File: src/rtl/embox_pkg.sv
// Shared mailbox constants: register word indices and the drain FSM state encoding.
package embox_pkg;

    localparam int unsigned EMBOXLO = 6;
    localparam int unsigned EMBOXHI = 7;

    typedef enum logic [2:0] {
        ST_IDLE,
        ST_RD_LO,
        ST_RD_HI,
        ST_CAPT,
        ST_HOLD
    } drain_state_e;

    // Byte address of a mailbox register: word index masked to the register-file width.
    function automatic logic [19:0] embox_addr(input logic [19:0] base,
                                               input int unsigned idx,
                                               input int unsigned rfaw);
        logic [19:0] mask;
        mask = 20'((64'd1 << rfaw) - 64'd1);
        return base | ((20'(idx) & mask) << 2);
    endfunction

endpackage

File: src/rtl/embox_drain.sv
// Autonomous mailbox drain: reads low then high word of each message and
// presents the 64-bit result on a valid/ready stream.
module embox_drain
    import embox_pkg::*;
#(
    parameter int unsigned DW        = 32,
    parameter int unsigned RFAW      = 5,
    parameter logic [19:0] BASE_ADDR = 20'h0,
    parameter int unsigned LO_IDX    = EMBOXLO,
    parameter int unsigned HI_IDX    = EMBOXHI
) (
    input  logic            clk,
    input  logic            nreset,
    input  logic            enable,
    input  logic            embox_not_empty,
    output logic            mi_en,
    output logic            mi_we,
    output logic [19:0]     mi_addr,
    input  logic [DW-1:0]   mi_dout,
    output logic            msg_valid,
    input  logic            msg_ready,
    output logic [2*DW-1:0] msg_data,
    output logic [15:0]     drain_count
);

    localparam logic [19:0] LO_ADDR = embox_addr(BASE_ADDR, LO_IDX, RFAW);
    localparam logic [19:0] HI_ADDR = embox_addr(BASE_ADDR, HI_IDX, RFAW);

    drain_state_e    state_q, state_d;
    logic            mi_en_q, mi_en_d;
    logic [19:0]     mi_addr_q, mi_addr_d;
    logic            msg_valid_q, msg_valid_d;
    logic [2*DW-1:0] msg_data_q, msg_data_d;
    logic [15:0]     drain_count_q, drain_count_d;

    always_ff @(posedge clk or negedge nreset) begin
        if (!nreset) begin
            state_q <= ST_IDLE;
        end else begin
            state_q <= state_d;
        end
    end

    // The not-empty flag is only looked at in IDLE, so a stale flag during the pop is harmless.
    always_comb begin
        state_d = state_q;
        unique case (state_q)
            ST_IDLE:  if (enable && embox_not_empty) state_d = ST_RD_LO;
            ST_RD_LO: state_d = ST_RD_HI;
            ST_RD_HI: state_d = ST_CAPT;
            ST_CAPT:  state_d = ST_HOLD;
            ST_HOLD:  if (msg_ready) state_d = ST_IDLE;
            default:  state_d = ST_IDLE;
        endcase
    end

    // Bus strobes are registered, so they are decoded from the state being entered.
    always_comb begin
        mi_en_d       = (state_d == ST_RD_LO) || (state_d == ST_RD_HI);
        mi_addr_d     = mi_addr_q;
        msg_valid_d   = (state_d == ST_HOLD);
        msg_data_d    = msg_data_q;
        drain_count_d = drain_count_q;

        if (state_d == ST_RD_LO) begin
            mi_addr_d = LO_ADDR;
        end else if (state_d == ST_RD_HI) begin
            mi_addr_d = HI_ADDR;
        end

        if (state_q == ST_RD_HI) begin
            msg_data_d[DW-1:0] = mi_dout;
        end
        if (state_q == ST_CAPT) begin
            msg_data_d[2*DW-1:DW] = mi_dout;
        end

        if (msg_valid_q && msg_ready) begin
            drain_count_d = drain_count_q + 16'd1;
        end
    end

    always_ff @(posedge clk or negedge nreset) begin
        if (!nreset) begin
            mi_en_q       <= 1'b0;
            mi_addr_q     <= '0;
            msg_valid_q   <= 1'b0;
            msg_data_q    <= '0;
            drain_count_q <= '0;
        end else begin
            mi_en_q       <= mi_en_d;
            mi_addr_q     <= mi_addr_d;
            msg_valid_q   <= msg_valid_d;
            msg_data_q    <= msg_data_d;
            drain_count_q <= drain_count_d;
        end
    end

    assign mi_en       = mi_en_q;
    assign mi_we       = 1'b0;
    assign mi_addr     = mi_addr_q;
    assign msg_valid   = msg_valid_q;
    assign msg_data    = msg_data_q;
    assign drain_count = drain_count_q;

endmodule

File: config.mk
export PLATFORM = sky130hd
export DESIGN_NAME = embox_drain
export DESIGN_NICKNAME = d
export VERILOG_FILES = /design/src/rtl/embox_pkg.sv /design/src/rtl/embox_drain.sv
export SDC_FILE = /design/constraint.sdc
export NUM_CORES = 1
export LEC_CHECK = 0
export CAP_MARGIN = 5
export CORE_ASPECT_RATIO = 0.8
export CORE_UTILIZATION = 47
export CTS_CLUSTER_SIZE = 28
export DETAILED_ROUTE_END_ITERATION = 12
export PLACE_DENSITY = 0.86
export SETUP_SLACK_MARGIN = 0.2
export SLEW_MARGIN = 20
export SYNTH_ARGS = -nofsm -noshare
export SYNTH_HDL_FRONTEND = slang
export SYNTH_SLANG_ARGS = --single-unit
File: constraint.sdc
create_clock -name clk -period 2.8 [get_ports clk]
set_input_delay 0.7 -clock clk [delete_from_list [all_inputs] [get_ports clk]]
set_output_delay 0.7 -clock clk [all_outputs]
set_load 0.005 [all_outputs]
-- Yosys cells after proc, flatten, opt, wreduce, memory -nomap -nowiden
Index checks and enable logic that the tools add are counted.
- add/sub/neg operators: 1
- eq/ne operators: 7
- mux-type cells: 5
- reduce and logical (&&, ||, !) cells: 5
- operators by type and width (cell ; count):
    $mux 20 ; 2
    $add 16x1->16 const B ; 1
    $pmux 3 s5 ; 1
    $eq 3x2->1 const B ; 3
    $eq 3x1->1 const B ; 2
    $eq 3x3->1 const B ; 2
    $mux 3 ; 2
    $logic_not 3->1 ; 1
    $logic_and 1x1->1 ; 2
    $reduce_bool 2->1 ; 1
    $logic_or 1x1->1 ; 1
- bits in registers: 105
- bits of input ports: 37
- output and inout bits: 103
- logic and storage cells: 25

-- Logic depth before layout (Yosys ltp)
Gate-level depths: netlist of run 1.
- word-level depth: 6
- depth in mapped cells: 5
- depth with buffers taken out: 5

-- Least setup slack after synthesis of run 1
OpenSTA, ideal clock, no wires.
- path type: input-to-reg
- start point: input port msg_ready
- end point: register drain_count_q[7] (netlist: drain_count[7])
- library setup time: 79 ps
- arrival time: 1477 ps
- required time: 2721 ps
- path slack: 1244 ps
- cell stages on the path: 4
- path through: nand2_1 > nor3_4 > and3_1 > xor2_1
- word-level cells in the longest chain between the ends: 1
- ends and longest elaborated chain (item ; RTL line ; source):
    start, declared ; embox_drain.sv:21 ; input logic msg_ready,
    $logic_and 1x1->1 ; embox_drain.sv:78 ; if (msg_valid_q && msg_ready) begin
    end signal, assigned ; embox_drain.sv:95 ; drain_count_q <= drain_count_d;
    end, declared ; embox_drain.sv:34 ; logic [15:0] drain_count_q, drain_count_d;
Every way passes these cells.
A chain may end at the register's enable or synchronous reset.

-- Worst setup path after layout of run 1
- start point: register drain_count_q[5] (netlist: drain_count[5])
- end point: output port drain_count[5]
- RTL lines (item ; RTL line ; source):
    end, declared ; embox_drain.sv:23 ; output logic [15:0] drain_count
No word-level cell between the ends.

==> results of run 1 <==
[synthesized netlist by cell type, drive strengths merged, types with 2 or more instances]
library cell  number
buf               27
nand2             10
and4               3
nor3               4
mux2              65
and3               2
nand4              2
nand3              5
dfrtp             87
xnor2             12
a21oi              2
nor2               3
xor2               4
[sequential cells by signal, summed over array words and instances (netlist names)]
register	count
msg_valid	1
state_q	3
drain_count	16
mi_addr	2
msg_data	64
mi_en	1
[layout make-up]
cell class	count	share of cell area
flip-flops and latches	87	0.440
repair buffers	124	0.251
multi-input cells	137	0.243
clock buffers	12	0.0293
well taps	87	0.0220
clock inverters	3	0.0137
inverters	1	0.000759
[path summary, 6_finish.rpt]
check                           depth (start not counted)                         from                          end
worst max register to register                          2         state_q[0]$_DFF_PN0_     msg_data[37]$_DFFE_PN0N_
min in group clk                                        1  drain_count[15]$_DFFE_PN0P_  drain_count[15]$_DFFE_PN0P_
worst min-delay path                                    1                       nreset      msg_data[3]$_DFFE_PN0N_
max in group asynchronous                               2                       nreset     msg_data[44]$_DFFE_PN0N_
worst max-delay path                                    1   drain_count[5]$_DFFE_PN0P_               drain_count[5]
worst min register to register                          1  drain_count[15]$_DFFE_PN0P_  drain_count[15]$_DFFE_PN0P_
[metrics by stage]
step / instances / util
5_1_grt: 451 / 0.701
6_report: 451 / 0.701
3_3_place_gp: 436 / 0.670
4_1_cts: 451 / 0.701
3_5_place_dp: 436 / 0.670
2_1_floorplan: 252 / -
[cells in the final DEF (no fill, tap or decap), drive strengths merged, types with 3 or more instances in the layout]
cell	netlist	routed
clkdlybuf4s50	0	120
dfrtp	87	87
mux2	65	65
conb	1	18
xnor2	12	12
clkbuf	0	12
nand2	10	10
nand3	5	5
xor2	4	4
buf	27	4
nor3	4	4
nor2	3	3
and4	3	3
[report_power, final]
part           switching [uW]  internal (uW)
clock                     408            523
combinational             714           1560
sequential                346           1810
total                    1470           3890
[cells by family after synthesis]
logic type,count (synthesis),synth area share
compound gates,3,0.00532
fa+ha+maj,1,0.00354
buf+inv,28,0.0617
mux,65,0.207
simple gates,34,0.0649
other cells,1,0.00106
xor+xnor,16,0.0397
flops,87,0.617
[per-layer routing]
metal,track usage,up-vias,part of all wire
li1,-,1019,-
met1,0.228,1103,0.42
met2,0.305,95,0.47
met3,0.0876,12,0.10
met4,0.0746,0,0.017
met5,0,-,0
==> out/qor.csv, run 1 <==
stage,metric,value,unit
clocking,hold_buf cts,0,
clocking,Resized cells post-CTS,0,
global_routing,first-pass GRT wire length,11500,microns
logic_synthesis,Synth Register Bits,87,
critical_path,Worst Path Required,2.10,ns
global_routing,initial antenna violation count,0,
sta,Min Hold Slack,0.346,ns
critical_path,kind of critical path,flip-flop to output port,
logic_synthesis,synth unique cells,25,
global_routing,GR Util All Layers,0.191,
drt,ANT nets after route,0,
sta,RSZ-0062 raised after global routing,false,
logic_synthesis,Yosys Warn Count,0,
sta,fin crit share,0.723,
power_and_ir_drop,leakage power total,0.00216,uW
drt,Starting DRT DRC Count,85,
die,Initial Util,0.500,
status,status,"finished, final reports clean",
global_routing,grt ovf,0,
sta,final hold vios,0,
drt,Via density,4.94,
power_and_ir_drop,Tot Pwr,5360,uW
drt,DR vias,2229,
sta,final setup TNS,0,ns
critical_path,Buffers & Inverters on Critical Path,1,
critical_path,CP top delay family,buffers and inverters,
final_layout,area of the multi-input gates,0.00120,sq mm
global_routing,largest net degree at the start of global routing,46,
critical_path,crit path cell chain,clkdlybuf4s50_1,
clocking,H-tree Lvls,3,
clocking,Clock Latency Late Sink,0.34,ns
place,"worst slack, placed",0.607,ns
clocking,CTS tree,yes,
final_layout,Syn-to-layout area delta,40.1,%
job,Max Cap Violations,0,
die,DIE WIDTH,98.9,microns
critical_path,crit start category,flip-flop,
sta,worst-margin pin slew,0.576,ns
sta,setup violators final,0,
drt,final wirelength,7050,microns
sta,Max Transition Viols Final,0,
logic_synthesis,"top cells by area, synth","dfrtp_1 (62%), mux2_2 (20%), buf_4 (5.1%), xnor2_1 (3.0%), nand2_1 (1.1%)",
die,core box area,0.00706,sq mm
logic_synthesis,Synth Instances,235,
clocking,post-CTS setup buffer count,0,
die,# IOs,140,
logic_synthesis,ys async rst share,1.00,
clocking,"Clk pin slew, worst setup/hold paths",0.08,ns
clocking,Num CTS Buffers,9,
die,die height,79.5,microns
die,die area,0.00787,sq mm
hold_path,worst hold path class,primary input to asynchronous set/reset pin,
logic_synthesis,Post-synth EDFFs,0,
critical_path,Arrival @ worst endpoint,1.33,ns
sta,Worst Skew,0.00727,ns
clocking,Num Clock Sinks,87,
die,FP Rows,27,
drt,routed len/inst,15.6,microns
final_layout,ant diodes,0,
place,Post-DP HPWL,4990,microns
critical_path,r2r setup slk,1.19,ns
sta,final worst slack,0.775,ns
critical_path,worst-path fanout max,6,
logic_synthesis,mapped cell area,0.00353,sq mm
power_and_ir_drop,Cell Pwr Density,1080,mW/mm^2
power_and_ir_drop,maximum vdd drop,0.612,mV
logic_synthesis,dominant cell type by area after synthesis,dfrtp_1,
logic_synthesis,average size of a mapped cell,15.0,sq um
final_layout,Final Instance Area,0.00495,sq mm
place,Post-DP Area,0.00473,sq mm
clocking,CTS Buffer Depth,2,
logic_synthesis,Main synth FF type,dfrtp_1,
sta,Relative slew margins,0.616,
final_layout,Nets,398,
place,number of I/O port buffers,121,
critical_path,critical path endpoint category,output port,
logic_synthesis,Synth top area share,0.617,
sta,Achievable Freq,494,MHz
drt,First-pass DRT Iterations,3,
global_routing,vias in the first global route,2343,
clocking,root buffer cell,clkbuf_8,
critical_path,Crit-path slowest cell,clkdlybuf4s50_1,
place,Placer Congestion,0.781,
final_layout,share of layout cells above drive strength 1,0.231,
final_layout,flip-flop and latch area,0.00218,sq mm
sta,minimum clock period,2.03,ns
drt,# DRC,0,
critical_path,CP peak stage delay,0.54,ns
final_layout,Fillers,520,
logic_synthesis,sequential share of the synthesized area,0.617,
No activity file was read; power rests on OpenSTA's default activity.
==> inputs of run 2 (changes only) <==
CORE_UTILIZATION = 39   (was 47)
PLACE_DENSITY = 0.76   (was 0.86)
clock period = 1.8 ns   (was 2.8 ns; I/O delays follow)
==> run 2 against run 1 <==
  * Largest power group is now registers
  * Worst setup slack got worse by 0.52 ns
  * First-iteration DRC count fell by 64%
  * Count of clock-buffer cells in the layout is the same
  * Total power up 56%
  * Utilization shrank 9.8 points
  * Cell count increased by 11%
  * Flip-flop and latch count unchanged
  * Clock skew decreased by 0.0028 ns
  * Sequential share of layout area down 2.1 points
  * Routed wire length increased by 4.7%
==> out/qor.csv, run 2 (synthesis gave the netlist of run 1 again) <==
stage,metric,value,unit
final_layout,"commonest non-fill, non-tap cell in the layout",dfrtp_1,
critical_path,r2r setup slk,0.28,ns
drt,ANT nets after route,0,
power_and_ir_drop,leakage power total,0.00252,uW
final_layout,Nets,423,
sta,final hold vios,0,
die,Initial Util,0.409,
die,# IOs,140,
drt,routed len/inst,14.7,microns
sta,Max Transition Viols Final,0,
critical_path,reg-to-reg endpoint,msg_data[9]$_DFFE_PN0N_,
die,DIE WIDTH,108,microns
clocking,CTS tree,yes,
die,FP Rows,30,
final_layout,Fillers,715,
critical_path,critical path endpoint category,output port,
global_routing,GR Util All Layers,0.172,
final_layout,ant diodes,0,
sta,Achievable Freq,647,MHz
critical_path,Buffers & Inverters on Critical Path,2,
place,Placer Congestion,0.765,
critical_path,WP depth,2,
sta,Min Hold Slack,0.0781,ns
final_layout,area of the multi-input gates,0.00120,sq mm
place,Post-DP HPWL,5170,microns
critical_path,worst-path fanout max,2,
critical_path,Worst Path Required,1.35,ns
drt,M1 wire length,3130,microns
power_and_ir_drop,maximum vdd drop,0.770,mV
die,core box area,0.00863,sq mm
power_and_ir_drop,Cell Pwr Density,1610,mW/mm^2
drt,final wirelength,7380,microns
global_routing,vias in the first global route,2493,
clocking,Clock Latency Late Sink,0.33,ns
critical_path,reg2reg start,state_q[0]$_DFF_PN0_,
critical_path,crit path cell chain,buf_4 -> dlygate4sd2_1,
critical_path,CP peak stage delay,0.38,ns
sta,fin crit share,0.859,
drt,First-pass DRT Iterations,4,
global_routing,grt ovf,0,
clocking,Num CTS Buffers,9,
drt,routed wl met2,3440,microns
final_layout,Syn-to-layout area delta,47.3,%
hold_path,worst hold path class,primary input to asynchronous set/reset pin,
final_layout,most frequent cells in the layout,"dfrtp_1 (85), dlygate4sd2_1 (84), mux2_2 (62)",
sta,setup violators final,0,
drt,Top Metal Used,met4,
critical_path,crit start category,flip-flop,
clocking,root buffer cell,clkbuf_16,
sta,final setup TNS,0,ns
clocking,Num Clock Sinks,87,
sta,RSZ-0062 raised after global routing,false,
clocking,"Clk pin slew, worst setup/hold paths",0.06,ns
sta,Worst Skew,0.00452,ns
drt,# DRC,0,
critical_path,Crit-path slowest cell,dfrtp_1,
critical_path,Worst setup endpoint,mi_addr[3],
drt,DR vias,2315,
drt,wire length on met3,723,microns
die,die height,87.1,microns
critical_path,worst reg2reg path depth,3,
sta,minimum clock period,1.55,ns
place,number of I/O port buffers,121,
final_layout,flip-flop and latch area,0.00218,sq mm
final_layout,share of layout cells above drive strength 1,0.288,
clocking,H-tree Lvls,3,
job,Max Cap Violations,0,
clocking,CTS Buffer Depth,2,
global_routing,largest net degree at the start of global routing,57,
critical_path,kind of critical path,flip-flop to output port,
global_routing,first-pass GRT wire length,12300,microns
drt,Via density,4.62,
drt,Starting DRT DRC Count,31,
die,die area,0.00944,sq mm
critical_path,Arrival @ worst endpoint,1.10,ns
global_routing,initial antenna violation count,0,
final_layout,Largest register FFs,64,
critical_path,start point of the critical path,mi_addr[3]$_DFFE_PN0P_,
critical_path,CP top delay family,buffers and inverters,
status,status,"finished, final reports clean",
## run 2: cell count changes in the layout (fill, tap and decap cells not counted), moves of 2 or more
| cell | before | now |
|---|---|---|
| dfrtp_1 | 87 | 85 |
| clkbuf_16 | 0 | 9 |
| dlygate4sd2_1 | 0 | 84 |
| buf_12 | 1 | 5 |
| clkdlybuf4s50_1 | 120 | 35 |
| clkbuf_8 | 10 | 2 |
| buf_4 | 3 | 24 |
| dfrtp_2 | 0 | 2 |
## run 2: worst min path at each step
stage | startpoint | end
3_5_place_dp | nreset | msg_data[27]$_DFFE_PN0N_
5_1_grt | nreset | msg_data[55]$_DFFE_PN0N_
3_3_place_gp | nreset | msg_data[27]$_DFFE_PN0N_
6_report | nreset | msg_data[55]$_DFFE_PN0N_
4_1_cts | nreset | msg_data[55]$_DFFE_PN0N_
2_1_floorplan | nreset | drain_count[0]$_DFFE_PN0P_
## run 2: metrics by stage
stage,setup slack (ns),util,area (sq um),power [uW],instances
floorplan,0.368,-,3590,4970,252
global placement,-0.00777,0.561,4840,6990,465
detailed placement,-0.0557,0.561,4840,7110,465
CTS,0.135,0.601,5190,8500,500
global route,0.206,0.602,5200,8940,501
finish,0.254,0.602,5200,8360,501
## run 2: power breakdown
group          leakage, uW  total, uW  switching (uW)  internal (uW)
clock             0.000145       1840             699           1140
combinational      0.00132       3230            1190           2040
sequential         0.00105       3290             464           2830
## run 2: what timing repair did
action,CTS,global route
hold buffers,0,0
setup endpoints to repair,85,5
setup buffers,20,1
resized for setup,85,2
## run 2: cell type report
class / count / area share
multi-input cells: 137 / 0.231
clock buffers: 12 / 0.0493
repair buffers: 149 / 0.265
flip-flops and latches: 87 / 0.419
clock inverters: 3 / 0.00818
well taps: 112 / 0.0269
inverters: 1 / 0.000722
## run 2: per-layer routing
layer / up-vias / track usage
li1: 1072 / -
met1: 1134 / 0.208
met2: 98 / 0.273
met3: 11 / 0.0830
met4: 0 / 0.0541
met5: - / 0
==> inputs of run 3 (changes only) <==
ABC_CLOCK_PERIOD_IN_PS = 1800   (was unset)
GPL_ROUTABILITY_DRIVEN = 1   (was unset)
==> results of run 3 <==
No change in the layout: final DEF, timing and power equal those of run 2.
